### config.mk
export PLATFORM = sky130hd
export DESIGN_NAME = tl_a_arbiter
export DESIGN_NICKNAME = d
export VERILOG_FILES = /design/src/rtl/tl_arb_pkg.sv /design/src/rtl/tl_arb_rr2.sv /design/src/rtl/tl_a_arbiter.sv
export SDC_FILE = /design/constraint.sdc
export NUM_CORES = 1
export LEC_CHECK = 0
export ABC_AREA = 1
export CAP_MARGIN = 20
export CORE_AREA = 2 2 142 144
export CTS_BUF_LIST = sky130_fd_sc_hd__clkbuf_4 sky130_fd_sc_hd__clkbuf_8
export CTS_CLUSTER_SIZE = 24
export DETAILED_ROUTE_END_ITERATION = 8
export DIE_AREA = 0 0 144 146
export PLACE_DENSITY = 0.75
export SLEW_MARGIN = 25
export SYNTH_ARGS = -nofsm -noshare
export SYNTH_HDL_FRONTEND = slang
export SYNTH_SLANG_ARGS = --single-unit
### constraint.sdc
create_clock -name clock -period 7.7 [get_ports clock]
set_input_delay 0.77 -clock clock [delete_from_list [all_inputs] [get_ports clock]]
set_output_delay 0.77 -clock clock [all_outputs]
set_load 0.02 [all_outputs]
### src/rtl/tl_arb_pkg.sv
// Shared TileLink A-channel arbiter definitions: opcodes, FSM state, beat math.
package tl_arb_pkg;

   localparam logic [2:0] OP_PUT_FULL        = 3'd0;
   localparam logic [2:0] OP_PUT_PARTIAL     = 3'd1;
   localparam logic [2:0] OP_GET             = 3'd4;
   localparam logic [2:0] OP_ACCESS_ACK      = 3'd0;
   localparam logic [2:0] OP_ACCESS_ACK_DATA = 3'd1;

   // Enough for size=15 on a 32-bit bus: 2^15/4 = 8192 beats.
   localparam int unsigned BEAT_W = 14;

   typedef enum logic {
      ST_IDLE  = 1'b0,
      ST_BURST = 1'b1
   } arb_state_e;

   // Beats for a 32-bit data bus: max(1, 2^size/4).
   function automatic logic [BEAT_W-1:0] beats_from_size(input logic [3:0] size);
      logic [BEAT_W-1:0] w_beats;
      if (size <= 4'd2) begin
         w_beats = BEAT_W'(1);
      end else begin
         w_beats = BEAT_W'(1) << (size - 4'd2);
      end
      return w_beats;
   endfunction

endpackage

### src/rtl/tl_arb_rr2.sv
// Two-way pick: locked to the owner during a burst, otherwise priority-pointer
// tie-break among valid, non-blocked requesters.
module tl_arb_rr2 (
   input  logic [1:0] i_valid,
   input  logic [1:0] i_block,
   input  logic       i_prio,
   input  logic       i_lock,
   input  logic       i_owner,
   output logic       o_valid,
   output logic       o_idx
);

   logic [1:0] w_elig;

   assign w_elig = i_valid & ~i_block;

   // Combinational grant; blocking is ignored while locked so a burst completes.
   always_comb begin
      o_valid = 1'b0;
      o_idx   = 1'b0;
      if (i_lock) begin
         o_idx   = i_owner;
         o_valid = i_valid[i_owner];
      end else begin
         case (w_elig)
            2'b01:   begin o_valid = 1'b1; o_idx = 1'b0;   end
            2'b10:   begin o_valid = 1'b1; o_idx = 1'b1;   end
            2'b11:   begin o_valid = 1'b1; o_idx = i_prio; end
            default: begin o_valid = 1'b0; o_idx = 1'b0;   end
         endcase
      end
   end

endmodule

### src/rtl/tl_a_arbiter.sv
// Two-requester TileLink-UL A-channel arbiter with D-channel return routing,
// per-requester outstanding limits and a sticky protocol-error flag.
module tl_a_arbiter
   import tl_arb_pkg::*;
#(
   parameter int unsigned ADDR_W  = 14,
   parameter int unsigned SRC_W   = 6,
   parameter int unsigned MAX_OUT = 8
) (
   input  logic              clock,
   input  logic              reset,
   // requester 0 A
   input  logic              in0_a_valid,
   output logic              in0_a_ready,
   input  logic [2:0]        in0_a_opcode,
   input  logic [2:0]        in0_a_param,
   input  logic [3:0]        in0_a_size,
   input  logic [SRC_W-1:0]  in0_a_source,
   input  logic [ADDR_W-1:0] in0_a_address,
   input  logic [3:0]        in0_a_mask,
   input  logic [31:0]       in0_a_data,
   input  logic              in0_a_corrupt,
   // requester 1 A
   input  logic              in1_a_valid,
   output logic              in1_a_ready,
   input  logic [2:0]        in1_a_opcode,
   input  logic [2:0]        in1_a_param,
   input  logic [3:0]        in1_a_size,
   input  logic [SRC_W-1:0]  in1_a_source,
   input  logic [ADDR_W-1:0] in1_a_address,
   input  logic [3:0]        in1_a_mask,
   input  logic [31:0]       in1_a_data,
   input  logic              in1_a_corrupt,
   // merged A
   output logic              out_a_valid,
   input  logic              out_a_ready,
   output logic [2:0]        out_a_opcode,
   output logic [2:0]        out_a_param,
   output logic [3:0]        out_a_size,
   output logic [SRC_W:0]    out_a_source,
   output logic [ADDR_W-1:0] out_a_address,
   output logic [3:0]        out_a_mask,
   output logic [31:0]       out_a_data,
   output logic              out_a_corrupt,
   // merged D
   input  logic              out_d_valid,
   output logic              out_d_ready,
   input  logic [2:0]        out_d_opcode,
   input  logic [1:0]        out_d_param,
   input  logic [3:0]        out_d_size,
   input  logic [SRC_W:0]    out_d_source,
   input  logic              out_d_sink,
   input  logic              out_d_denied,
   input  logic [31:0]       out_d_data,
   input  logic              out_d_corrupt,
   // requester 0 D
   output logic              in0_d_valid,
   input  logic              in0_d_ready,
   output logic [2:0]        in0_d_opcode,
   output logic [1:0]        in0_d_param,
   output logic [3:0]        in0_d_size,
   output logic [SRC_W-1:0]  in0_d_source,
   output logic              in0_d_sink,
   output logic              in0_d_denied,
   output logic [31:0]       in0_d_data,
   output logic              in0_d_corrupt,
   // requester 1 D
   output logic              in1_d_valid,
   input  logic              in1_d_ready,
   output logic [2:0]        in1_d_opcode,
   output logic [1:0]        in1_d_param,
   output logic [3:0]        in1_d_size,
   output logic [SRC_W-1:0]  in1_d_source,
   output logic              in1_d_sink,
   output logic              in1_d_denied,
   output logic [31:0]       in1_d_data,
   output logic              in1_d_corrupt,
   output logic              err
);

   localparam int unsigned CNT_W = $clog2(MAX_OUT + 1);

   arb_state_e        r_state;
   logic              r_prio;
   logic              r_owner;
   logic [BEAT_W-1:0] r_remaining;
   logic [2:0]        r_burst_op;
   logic [BEAT_W-1:0] r_d_cnt;
   logic [CNT_W-1:0]  r_cnt0;
   logic [CNT_W-1:0]  r_cnt1;
   logic              r_err;

   logic              w_gvalid;
   logic              w_gidx;
   logic [1:0]        w_block;
   logic              w_a_fire;
   logic              w_a_first;
   logic [BEAT_W-1:0] w_a_beats;
   logic              w_d_sel;
   logic              w_d_fire;
   logic              w_d_last;
   logic [BEAT_W-1:0] w_d_beats;
   logic              w_inc0, w_inc1, w_dec0, w_dec1;

   assign w_block = {r_cnt1 == CNT_W'(MAX_OUT), r_cnt0 == CNT_W'(MAX_OUT)};

   tl_arb_rr2 u_rr2 (
      .i_valid ({in1_a_valid, in0_a_valid}),
      .i_block (w_block),
      .i_prio  (r_prio),
      .i_lock  (r_state == ST_BURST),
      .i_owner (r_owner),
      .o_valid (w_gvalid),
      .o_idx   (w_gidx)
   );

   // A-channel mux and handshake; valid/ready are forced low while in reset.
   always_comb begin
      out_a_opcode  = w_gidx ? in1_a_opcode  : in0_a_opcode;
      out_a_param   = w_gidx ? in1_a_param   : in0_a_param;
      out_a_size    = w_gidx ? in1_a_size    : in0_a_size;
      out_a_source  = {w_gidx, (w_gidx ? in1_a_source : in0_a_source)};
      out_a_address = w_gidx ? in1_a_address : in0_a_address;
      out_a_mask    = w_gidx ? in1_a_mask    : in0_a_mask;
      out_a_data    = w_gidx ? in1_a_data    : in0_a_data;
      out_a_corrupt = w_gidx ? in1_a_corrupt : in0_a_corrupt;
      out_a_valid   = reset & w_gvalid;
      in0_a_ready   = reset & out_a_ready & w_gvalid & ~w_gidx;
      in1_a_ready   = reset & out_a_ready & w_gvalid &  w_gidx;
      w_a_fire      = out_a_valid & out_a_ready;
      w_a_first     = w_a_fire & (r_state == ST_IDLE);
      if (out_a_opcode == OP_PUT_FULL || out_a_opcode == OP_PUT_PARTIAL) begin
         w_a_beats = beats_from_size(out_a_size);
      end else begin
         w_a_beats = BEAT_W'(1);
      end
   end

   // D-channel routing by the top source bit, with last-beat detection.
   always_comb begin
      w_d_sel      = out_d_source[SRC_W];
      in0_d_valid  = reset & out_d_valid & ~w_d_sel;
      in1_d_valid  = reset & out_d_valid &  w_d_sel;
      out_d_ready  = reset & (w_d_sel ? in1_d_ready : in0_d_ready);
      in0_d_opcode = out_d_opcode;
      in1_d_opcode = out_d_opcode;
      in0_d_param  = out_d_param;
      in1_d_param  = out_d_param;
      in0_d_size   = out_d_size;
      in1_d_size   = out_d_size;
      in0_d_source = out_d_source[SRC_W-1:0];
      in1_d_source = out_d_source[SRC_W-1:0];
      in0_d_sink   = out_d_sink;
      in1_d_sink   = out_d_sink;
      in0_d_denied = out_d_denied;
      in1_d_denied = out_d_denied;
      in0_d_data   = out_d_data;
      in1_d_data   = out_d_data;
      in0_d_corrupt = out_d_corrupt;
      in1_d_corrupt = out_d_corrupt;
      w_d_fire     = out_d_valid & out_d_ready;
      if (out_d_opcode == OP_ACCESS_ACK_DATA) begin
         w_d_beats = beats_from_size(out_d_size);
      end else begin
         w_d_beats = BEAT_W'(1);
      end
      w_d_last = w_d_fire & (r_d_cnt == w_d_beats - BEAT_W'(1));
      w_inc0   = w_a_first & ~w_gidx;
      w_inc1   = w_a_first &  w_gidx;
      w_dec0   = w_d_last  & ~w_d_sel;
      w_dec1   = w_d_last  &  w_d_sel;
   end

   assign err = r_err;

   // Arbitration FSM: burst lock, remaining-beat count and priority pointer.
   always_ff @(posedge clock or negedge reset) begin
      if (!reset) begin
         r_state     <= ST_IDLE;
         r_prio      <= 1'b0;
         r_owner     <= 1'b0;
         r_remaining <= '0;
         r_burst_op  <= '0;
      end else begin
         case (r_state)
            ST_IDLE: begin
               if (w_a_fire) begin
                  r_prio <= ~w_gidx;
                  if (w_a_beats > BEAT_W'(1)) begin
                     r_state     <= ST_BURST;
                     r_owner     <= w_gidx;
                     r_remaining <= w_a_beats - BEAT_W'(1);
                     r_burst_op  <= out_a_opcode;
                  end
               end
            end
            ST_BURST: begin
               if (w_a_fire) begin
                  r_remaining <= r_remaining - BEAT_W'(1);
                  if (r_remaining == BEAT_W'(1)) begin
                     r_state <= ST_IDLE;
                  end
               end
            end
            default: r_state <= ST_IDLE;
         endcase
      end
   end

   // D beat position within the current response message.
   always_ff @(posedge clock or negedge reset) begin
      if (!reset) begin
         r_d_cnt <= '0;
      end else if (w_d_fire) begin
         r_d_cnt <= w_d_last ? '0 : r_d_cnt + BEAT_W'(1);
      end
   end

   // Outstanding counters; simultaneous inc/dec cancels, underflow holds at 0.
   always_ff @(posedge clock or negedge reset) begin
      if (!reset) begin
         r_cnt0 <= '0;
         r_cnt1 <= '0;
      end else begin
         if (w_inc0 && !w_dec0) begin
            r_cnt0 <= r_cnt0 + CNT_W'(1);
         end else if (w_dec0 && !w_inc0 && r_cnt0 != '0) begin
            r_cnt0 <= r_cnt0 - CNT_W'(1);
         end
         if (w_inc1 && !w_dec1) begin
            r_cnt1 <= r_cnt1 + CNT_W'(1);
         end else if (w_dec1 && !w_inc1 && r_cnt1 != '0) begin
            r_cnt1 <= r_cnt1 - CNT_W'(1);
         end
      end
   end

   // Sticky protocol-violation flag.
   always_ff @(posedge clock or negedge reset) begin
      if (!reset) begin
         r_err <= 1'b0;
      end else if ((w_a_first && out_a_size > 4'd6) ||
                   (w_dec0 && r_cnt0 == '0) ||
                   (w_dec1 && r_cnt1 == '0) ||
                   (w_a_fire && r_state == ST_BURST && out_a_opcode != r_burst_op)) begin
         r_err <= 1'b1;
      end
   end

endmodule

==> impl_metrics.csv, run 1 <==
group,metric,value,unit
power,design_power_total,2.61,mW
synth,syn_area,5980,µm²
power,total_leakage_power,3.85,nW
die,initial_utilization,30.9,%
grt,grtUsageTotal,21.8,%
clocking,cts-htree-levels,2,
grt,grt_pass1_vias,6179,
worst_setup_path,r2r_start,"r_state",
final_layout,top_library_cells_by_usage_in_the_layout_fill_and_taps_aside,"364 x nand2_1, 237 x clkdlybuf4s50_1, 93 x inv_1",
worst_setup_path,timing.setup.critical_path_class,"in2reg",
sta,slew_violations,0,
routing,drt-initial-drc-count,406,
power,sequentialPowerShare,15.7,%
power,power.density,328,nW/µm²
die,floorplan.die.width,144,µm
die,core_area,19300,µm²
synth,mappedNetlistNets,1210,
routing,detail_route.drc_violations,0,
job,maxCapViolations,0,
synth,yosys_cell_types,47,
final_layout,flow.area_growth_from_synthesis,32.9,%
synth,asyncSetResetFlopFracSynth,100,%
power,internal-power,1.13,mW
clocking,post-cts-setup-buffer-count,0,
clocking,clockRootBuffer,"clkbuf_8",
routing,vias_per_cell,4.61,
synth,synth-seq-area-share,18.0,%
die,die_h,146,µm
sta,worst_slew_pin_slew,0.838,ns
final_layout,design.final.nets,1337,
final_layout,mostFrequentLayoutCell,"nand2_1",
clocking,cts_hold_buf,0,
grt,grt_pass1_wl,34.8,mm
synth,avgSynthCellArea,5.97,µm²
synth,synthesis.yosys.warnings,0,
sta,setup_viol,0,
sta,max_freq,211,MHz
min_path,timing.hold.worst.class,"reg2reg",
power,power.combinational.fraction,78.3,%
worst_setup_path,worst-path-max-fanout,8,
grt,residual_overflow_from_global_routing,0,
power,p_sw_share,56.5,%
min_path,holdPathEnd,"r_remaining[12]",
routing,dr.pass1.iters,5,
clocking,worst_setup_hold_path_clk_slew,0.10,ns
worst_setup_path,crit_path_end_kind,"flip-flop",
die,fp.dieArea,21000,µm²
placement,gp_congestion,0.921,
min_path,hold_start,"r_remaining[12]",
synth,postSynthRegisterBits,43,
power,p_clk_share,6.0,%
sta,max-slew-margin-rel,44.1,%
clocking,clock_latency,0.31,ns
worst_setup_path,critical_path.startpoint_type,"input pin",
sta,layout_worst_path_cycle_share,61.7,%
clocking,tritoncts_num_sinks,43,
worst_setup_path,critical_path.startpoint,"out_d_size[1]",
min_path,worstHoldPathCells,2,
grt,antenna_found_initial,1,
final_layout,drive_above_1_share,8.76,%
sta,final_hold_viol_count,0,
worst_setup_path,timing.critical_path.arrival,4.97,ns
sta,finalClockSkew,0.00817,ns
sta,period_minus_slack,4.75,ns
worst_setup_path,setup.reg_to_reg.worst_slack,3.05,ns
routing,antenna_left,0,
worst_setup_path,regToRegEndpoint,"r_remaining[1]",
die,num_rows,51,
die,io_pins,368,
sta,rsz0062_at_grt,"no",
synth,yosys_most_used_dff,"dfrtp_1",
worst_setup_path,worstRegToRegCells,20,
routing,routed_wl,23.9,mm
synth,postSynthCellCount,1002,
grt,maximum_number_of_pins_on_one_net_before_global_route_repair,73,
power,power.ir.vdd_worst,0.000257,V
power,total_switching_power,1.47,mW
clocking,number_of_buffers_on_the_longest_clock_path,2,
clocking,cts-resized-gates,0,
routing,routed_wire_length_per_instance,17.1,µm
clocking,cts_tree,"done",
placement,portBuffers,238,
worst_setup_path,timing.critical_path.required,7.92,ns
clocking,cts_buffers,5,
outcome,run_status,"completed",
synth,synth_enable_flop_cells,0,
sta,setup_tns,0,ns
routing,num_vias,6432,
placement,dpl.hpwl,20.3,mm
-- area by class of cell --
| class | count | area, µm² |
|---|---|---|
| multi-input combinational | 732 | 3640 |
| timing repair buffer | 240 | 2390 |
| sequential | 43 | 1080 |
| fill | 2009 | 11400 |
| tap | 265 | 332 |
| clock buffer | 5 | 68.8 |
| clock inverter | 3 | 25.0 |
| antenna | 1 | 2.50 |
| inverter | 107 | 409 |
-- power by group through the flow --
stage | clock network (mW) | logic, mW | registers (mW)
final | 0.157 | 2.04 | 0.409
after global routing | 0.172 | 2.24 | 0.425
after CTS | 0.163 | 2.06 | 0.407
after detailed placement | 0 | 2.05 | 0.410
after global placement | 0 | 2.03 | 0.409
after floorplan | 0 | 1.34 | 0.373
-- critical path, stage by stage --
cell,delay [ns]
clkdlybuf4s50_1,0.63
inv_1,0.11
ha_1,0.43
inv_2,0.09
nor2_1,0.24
nand2_1,0.15
ha_1,0.31
xnor2_1,0.13
nor2_1,0.11
nand2_1,0.07
nor2_1,0.13
inv_1,0.06
nor2_1,0.10
nand2_1,0.06
nor2_1,0.08
nand2_1,0.06
nor2_1,0.12
nand4_1,0.12
nand2_1,0.24
ha_1,0.32
nand2_1,0.07
nand2_1,0.05
a31oi_1,0.19
inv_1,0.08
nand2_1,0.07
nand3_1,0.08
nand2_1,0.06
nand2_1,0.04
-- sequential cells by signal, summed over array words and instances (netlist names) --
signal,cells
err,1
r_burst_op,3
r_cnt0,4
r_cnt1,4
r_d_cnt,14
r_owner,1
r_prio,1
r_remaining,14
r_state,1
-- routing by layer --
layer / track usage, % / share of wire (%)
met4: 9.02 / 4.5
met5: 0 / 0
met1: 23.2 / 36
met3: 11.7 / 13
met2: 35.9 / 46
-- metrics by stage --
step	hold WS, ns	setup WS [ns]	instances	utilization, %	instance area (µm²)
2_1_floorplan	0.474	3.81	1002	-	5980
3_3_place_gp	0.498	2.84	1387	40.6	7850
3_5_place_dp	0.509	2.64	1387	40.6	7850
4_1_cts	0.531	2.98	1395	41.1	7950
5_1_grt	0.562	2.43	1396	41.1	7950
6_report	0.524	2.95	1396	41.1	7950
-- how the worst max path moves through the flow --
stage / endpoint / slack [ns] / cells after the start
floorplan: r_cnt1[3] / 3.81 / 27
global placement: r_cnt0[3] / 2.84 / 28
detailed placement: r_cnt1[3] / 2.64 / 28
CTS: r_cnt0[3] / 2.98 / 28
global route: r_cnt0[3] / 2.43 / 28
finish: r_cnt1[3] / 2.95 / 28
-- synth_stat cells, drive strengths merged (2+ instances only) --
cell type | instances | area (µm²)
nand3 | 86 | 485
inv | 106 | 400
nor4 | 6 | 37.5
o211ai | 3 | 22.5
nor2 | 110 | 514
a31oi | 4 | 40.0
clkbuf | 13 | 48.8
or2 | 2 | 12.5
nand2 | 395 | 1620
o21ai | 38 | 216
a21oi | 13 | 65.1
buf | 107 | 806
fa | 2 | 40.0
ha | 13 | 163
o21bai | 2 | 15.0
xor2 | 17 | 149
nor3 | 17 | 90.1
nand4 | 13 | 81.3
dfrtp | 43 | 1080
nor3b | 2 | 15.0
-- cells by family after synthesis --
kind of cell | after synthesis | share of synthesized area [%]
buf+inv | 227 | 21.1
compound gates | 66 | 6.82
simple gates | 633 | 48.0
fa+ha+maj | 15 | 3.39
xor+xnor | 18 | 2.64
flops | 43 | 18.0
(Power assumes the default switching activity.)
==> inputs of run 2 (changes only) <==
--- a/config.mk
+++ b/config.mk
@@ -7,12 +7,12 @@
 export LEC_CHECK = 0
 export ABC_AREA = 1
 export CAP_MARGIN = 20
-export CORE_AREA = 2 2 142 144
+export CORE_AREA = 2 2 143 145
 export CTS_BUF_LIST = sky130_fd_sc_hd__clkbuf_4 sky130_fd_sc_hd__clkbuf_8
 export CTS_CLUSTER_SIZE = 24
 export DETAILED_ROUTE_END_ITERATION = 8
-export DIE_AREA = 0 0 144 146
-export PLACE_DENSITY = 0.75
+export DIE_AREA = 0 0 145 147
+export PLACE_DENSITY = 0.74
 export SLEW_MARGIN = 25
 export SYNTH_ARGS = -nofsm -noshare
 export SYNTH_HDL_FRONTEND = slang
==> constraint.sdc (replaced) <==
create_clock -name clock -period 4.7 [get_ports clock]
set_input_delay 0.47 -clock clock [delete_from_list [all_inputs] [get_ports clock]]
set_output_delay 0.47 -clock clock [all_outputs]
set_load 0.02 [all_outputs]
==> run 2 against run 1 <==
Net effect: design area increased by 1.4%; combinational power increased by 71%; cell count increased by 1.1%; clock skew is 0.0028 ns higher; critical endpoint is now r_cnt0[3]; largest cell class unchanged; highest routed layer unchanged.
==> impl_metrics.csv, run 2 (synthesis results as in run 1) <==
group,metric,value,unit
routing,antenna_left,0,
final_layout,n_antenna_cell,0,
final_layout,flow.area_growth_from_synthesis,34.8,%
worst_setup_path,critical_path.startpoint,"out_d_size[2]",
sta,period_minus_slack,4.18,ns
clocking,worst_setup_hold_path_clk_slew,0.08,ns
die,io_pins,368,
routing,routed_wire_length_per_instance,17.8,µm
grt,residual_overflow_from_global_routing,0,
final_layout,top_library_cells_by_usage_in_the_layout_fill_and_taps_aside,"363 x nand2_1, 237 x clkdlybuf4s50_1, 93 x inv_1",
worst_setup_path,timing.critical_path.required,4.89,ns
sta,worst_slew_pin_slew,0.729,ns
worst_setup_path,setup.reg_to_reg.worst_slack,1.02,ns
clocking,cts_buffers,5,
sta,max_freq,239,MHz
sta,fin_hold_ws,0.348,ns
die,core_area,19800,µm²
die,floorplan.die.width,145,µm
sta,max-slew-margin-rel,51.2,%
final_layout,drive_above_1_share,9.98,%
min_path,timing.hold.worst.class,"in2async",
worst_setup_path,worst-path-max-fanout,7,
worst_setup_path,crit_slowest_cell,"clkdlybuf4s50_1",
worst_setup_path,timing.critical_path.slowest_cell_delay,0.53,ns
clocking,tritoncts_num_sinks,43,
clocking,clock_latency,0.31,ns
power,design_power_total,4.39,mW
worst_setup_path,critical_path.startpoint_type,"input pin",
clocking,cts-resized-gates,0,
grt,grt_pass1_wl,36.9,mm
grt,grtUsageTotal,22.7,%
sta,finalClockSkew,0.0109,ns
sta,final_hold_viol_count,0,
routing,num_vias,6585,
worst_setup_path,timing.critical_path.arrival,4.37,ns
die,initial_utilization,30.1,%
sta,setup_tns,0,ns
die,fp.dieArea,21300,µm²
grt,antenna_found_initial,0,
clocking,clockRootBuffer,"clkbuf_8",
worst_setup_path,timing.setup.critical_path_class,"in2reg",
outcome,run_status,"completed",
clocking,cts_tree,"done",
routing,detail_route.drc_violations,0,
worst_setup_path,cp-endpoint,"r_cnt0[3]",
clocking,cts_hold_buf,0,
worst_setup_path,regToRegEndpoint,"r_remaining[1]",
grt,grt_pass1_vias,6240,
job,maxCapViolations,0,
placement,area_of_placed_instances,7970,µm²
placement,detailedPlace.worstSlack,0.0682,ns
worst_setup_path,worstRegToRegCells,20,
placement,portBuffers,238,
worst_setup_path,r2r_start,"r_cnt1[1]",
sta,slew_violations,0,
die,die_h,147,µm
clocking,cts-htree-levels,2,
power,power.ir.vdd_worst,0.000365,V
clocking,number_of_buffers_on_the_longest_clock_path,2,
final_layout,mostFrequentLayoutCell,"nand2_1",
final_layout,design.final.nets,1350,
sta,rsz0062_at_grt,"no",
worst_setup_path,path_common_cell,"nand2_1",
worst_setup_path,crit_path_end_kind,"flip-flop",
final_layout,stdcell_area,8060,µm²
sta,layout_worst_path_cycle_share,88.9,%
placement,dpl.hpwl,21.7,mm
power,power.density,544,nW/µm²
sta,post-route-worst-setup-slack,0.524,ns
routing,vias_per_cell,4.66,
sta,setup_viol,0,
placement,gp_congestion,0.949,
final_layout,largest_registers,"r_d_cnt x14, r_remaining x14",
routing,routed_wl,25.1,mm
clocking,post-cts-setup-buffer-count,0,
routing,drt-initial-drc-count,483,
die,num_rows,52,
routing,dr.pass1.iters,5,
power,total_leakage_power,3.92,nW
grt,maximum_number_of_pins_on_one_net_before_global_route_repair,59,
## run 2: where the power goes
group	leakage [nW]	total [mW]	internal, mW	switching (mW)
Sequential	0.509	0.646	0.507	0.139
Combinational	3.36	3.49	1.33	2.16
Clock	0.0470	0.256	0.116	0.140
## run 2: layout make-up
type | count | area (µm²)
Timing Repair Buffer | 253 | 2500
Tap cell | 270 | 338
Multi-Input combinational cell | 732 | 3650
Clock inverter | 1 | 5.00
Clock buffer | 6 | 82.6
Sequential cell | 43 | 1080
Inverter | 107 | 409
Fill cell | 2092 | 11800
## run 2: routing by layer
layer | wire [µm] | up-vias | global-route usage (%)
met5 | 0 | - | 0
met4 | 800 | 0 | 6.68
met3 | 4170 | 48 | 15.4
met2 | 11500 | 264 | 37.5
met1 | 8620 | 2957 | 23.4
li1 | - | 3316 | -
## run 2: worst min path at each step
stage / start / to / slack (ns)
global placement: r_remaining[12] / r_remaining[12] / 0.49
detailed placement: r_remaining[5] / r_remaining[5] / 0.52
global route: reset / r_remaining[5] / 0.42
floorplan: reset / err / 0.17
CTS: reset / r_remaining[1] / 0.40
finish: reset / r_remaining[5] / 0.35
## run 2: per-stage QoR
stage                     util [%]  std cells
after floorplan                  -       1002
after global placement        40.2       1405
after global routing          40.6       1412
after detailed placement      40.2       1405
after CTS                     40.6       1412
final                         40.6       1412
## run 2: worst max-delay path: cells and delay by family
kind	cells	cell delay, ns
compound gates	1	0.20
fa+ha+maj	3	1.00
xor+xnor	1	0.13
buf+inv	5	0.81
simple gates	18	1.77
==> inputs of run 3 (changes only) <==
--- a/config.mk
+++ b/config.mk
@@ -5,14 +5,14 @@
 export SDC_FILE = /design/constraint.sdc
 export NUM_CORES = 1
 export LEC_CHECK = 0
-export ABC_AREA = 1
 export CAP_MARGIN = 20
-export CORE_AREA = 2 2 143 145
+export CORE_AREA = 2 2 141 143
 export CTS_BUF_LIST = sky130_fd_sc_hd__clkbuf_4 sky130_fd_sc_hd__clkbuf_8
 export CTS_CLUSTER_SIZE = 24
 export DETAILED_ROUTE_END_ITERATION = 8
-export DIE_AREA = 0 0 145 147
+export DIE_AREA = 0 0 143 145
 export PLACE_DENSITY = 0.74
+export REMOVE_ABC_BUFFERS = 1
 export SLEW_MARGIN = 25
 export SYNTH_ARGS = -nofsm -noshare
 export SYNTH_HDL_FRONTEND = slang
==> run 3 against run 2 <==
Net effect: non-clock buffer count is 48 higher; clock skew hardly changed; design area is 0.42% higher; first-iteration DRC count is 2.9% lower; core utilization is 1.5 points higher; critical endpoint is now r_cnt1[3]; flip-flop and latch count stayed put; worst setup slack worse by 0.31 ns; hold slack worse by 0.056 ns; clock-buffer cell count stayed put; sequential power is 1% lower; largest power group unchanged.
==> impl_metrics.csv, run 3 <==
group,metric,value,unit
outcome,run_status,"completed",
sta,max_freq,223,MHz
power,sequentialPowerShare,21.3,%
synth,yosysTopAreaCell,"dfrtp_1",
final_layout,stdcell_area,8100,µm²
synth,yosys_most_used_dff,"dfrtp_1",
die,fp.dieArea,20700,µm²
worst_setup_path,timing.setup.critical_path_class,"in2reg",
die,io_pins,368,
final_layout,top_library_cells_by_usage_in_the_layout_fill_and_taps_aside,"229 x nand2_1, 228 x clkdlybuf4s50_1, 72 x buf_4",
routing,detail_route.drc_violations,0,
clocking,cts_tree,"done",
final_layout,largest_registers,"r_d_cnt x14, r_remaining x14",
synth,synthesis.yosys.warnings,0,
power,power.density,370,nW/µm²
sta,layout_worst_path_cycle_share,95.4,%
grt,top_usage_layer,"met2",
power,internal-power,1.51,mW
placement,area_of_placed_instances,7930,µm²
grt,residual_overflow_from_global_routing,0,
clocking,cts_buffers,5,
clocking,tritoncts_num_sinks,43,
synth,syn_area,5700,µm²
worst_setup_path,crit_slowest_cell,"or4b_4",
synth,avgSynthCellArea,6.99,µm²
sta,worst_slew_pin_slew,0.724,ns
power,power.combinational.fraction,70.3,%
synth,synth-seq-area-share,18.9,%
power,p_sw_share,49.6,%
die,core_area,19200,µm²
sta,period_minus_slack,4.48,ns
synth,postSynthRegisterBits,43,
grt,globalRouteMet3Util,24.9,%
routing,vias_per_cell,5.25,
synth,synth_enable_flop_cells,0,
worst_setup_path,worstRegToRegCells,20,
routing,num_vias,6588,
worst_setup_path,regToRegEndpoint,"r_remaining[3]",
grt,maximum_number_of_pins_on_one_net_before_global_route_repair,58,
placement,detailedPlace.worstSlack,-0.259,ns
power,power.ir.vdd_worst,0.000139,V
sta,setup_tns,0,ns
sta,post-route-worst-setup-slack,0.216,ns
sta,final_hold_viol_count,0,
routing,dr.pass1.iters,5,
grt,grtUsageTotal,31.0,%
clocking,worst_setup_hold_path_clk_slew,0.08,ns
placement,portBuffers,238,
die,floorplan.die.width,143,µm
routing,drt-initial-drc-count,469,
clocking,cts_hold_buf,0,
worst_setup_path,worst-path-max-fanout,6,
routing,routed_wl,33.2,mm
final_layout,design.final.nets,1195,
worst_setup_path,setup.reg_to_reg.worst_slack,0.31,ns
worst_setup_path,timing.critical_path.required,4.89,ns
synth,asyncSetResetFlopFracSynth,100,%
synth,yosys_cell_types,86,
clocking,number_of_buffers_on_the_longest_clock_path,2,
synth,postSynthCellCount,816,
grt,grt_util_met2,43.2,%
placement,place.detailed.instances,1245,
die,num_rows,51,
clocking,clock_latency,0.30,ns
synth,synth_top_area_share,18.9,%
worst_setup_path,r2r_start,"r_cnt1[1]",
power,total_switching_power,1.49,mW
die,initial_utilization,29.7,%
final_layout,drive_above_1_share,13.2,%
synth,ys_top_cells_by_area,"dfrtp_1 19%, nand2_1 15%, buf_4 13%, nor2_1 3.3%, mux2i_1 3.0%",
sta,max-slew-margin-rel,51.4,%
power,p_clk_share,8.4,%
sta,slew_violations,0,
min_path,timing.hold.worst.class,"in2async",
routing,routed_wire_length_per_instance,26.5,µm
worst_setup_path,timing.critical_path.arrival,4.67,ns
job,maxCapViolations,0,
synth,yosysMostFrequentCell,"nand2_1",
grt,grt_use_met1,30.8,%
sta,setup_viol,0,
synth,post_synth_most_frequent_cells,"229 x nand2_1, 101 x buf_4, 50 x nor2_1",
grt,antenna_found_initial,4,
placement,dpl.hpwl,28.8,mm
final_layout,flow.area_growth_from_synthesis,42.0,%
power,total_leakage_power,3.46,nW
worst_setup_path,cp_cell_sequence,"clkdlybuf4s50_1, or3b_1, or3_4, ha_4, nor4_4, a221oi_2, xor2_1, o2111ai_1, or4b_4, nor3_4, nand2b_4, ha_1, a21o_2, a21o_1, and3_1, o2bb2ai_1, nand2_1",
grt,grt_pass1_vias,6140,
worst_setup_path,critical_path.startpoint_type,"input pin",
clocking,clockRootBuffer,"clkbuf_8",
clocking,cts-htree-levels,2,
sta,finalClockSkew,0.0109,ns
final_layout,mostFrequentLayoutCell,"nand2_1",
die,die_h,145,µm
worst_setup_path,timing.critical_path.slowest_cell_delay,0.61,ns
routing,antenna_left,0,
worst_setup_path,crit_path_end_kind,"flip-flop",
sta,rsz0062_at_grt,"yes",
grt,grt_pass1_wl,44.9,mm
final_layout,final-instance-count-excl-fill,1254,
placement,gp_congestion,0.997,
run 3: area by class of cell:
class                   count  area (µm²)
fillers                  1927       11100
multi-input cells         617        3700
repair buffers            301        2830
flip-flops and latches     43        1080
well taps                 265         332
clock buffers               6        76.3
inverters                  19        71.3
clock inverters             2        12.5
diodes                      1        2.50
run 3: power by group through the flow:
stage,registers [mW],clock network (mW),logic [mW]
global route,0.658,0.272,2.30
CTS,0.627,0.256,2.09
detailed placement,0.635,0,2.08
global placement,0.630,0,2.05
finish,0.637,0.252,2.10
floorplan,0.614,0,1.14
run 3: how the worst max path moves through the flow:
stage / start / to / slack (ns) / depth (start not counted)
final: out_d_opcode[0] / r_cnt1[3] / 0.22 / 17
after detailed placement: out_d_size[1] / r_cnt0[3] / -0.26 / 19
after CTS: out_d_size[1] / r_cnt1[3] / 0.06 / 19
after floorplan: r_cnt1[0] / r_burst_op[0] / -1.08 / 19
after global routing: out_d_size[1] / r_cnt1[3] / -0.04 / 21
after global placement: out_d_size[1] / r_cnt1[3] / -0.13 / 20
run 3: timing repair:
action | CTS | global route
resized for setup | 0 | 13
setup endpoints to repair | 0 | 17
buffers inserted | 0 | 0
run 3: cells by family after synthesis:
kind of cell / synth area share (%)
simple gates: 33.5
buf+inv: 17.6
compound gates: 16.6
flops: 18.9
xor+xnor: 5.70
mux: 4.17
fa+ha+maj: 3.55
run 3: worst max-delay path, delay by kind of cell:
kind                     cells  cell delay (ns)
AND/OR/NAND/NOR              8             2.33
AO/OA/AOI/OAI                5             0.77
buffers and inverters        1             0.47
adder cells (fa/ha/maj)      2             0.42
XOR/XNOR                     1             0.20
run 3: per-layer routing:
layer  wire (µm)  part of all wire (%)
met3        6060                    18
met4        2580                   7.8
met5         225                  0.68
met1       11100                    33
met2       13200                    40
run 3: metrics by stage:
step	hold slack [ns]	util, %	total power [mW]
after floorplan	0.174	-	1.75
after global placement	0.459	41.3	2.68
after detailed placement	0.459	41.3	2.71
after CTS	0.327	41.8	2.97
after global routing	0.348	42.1	3.23
final	0.292	42.2	2.99
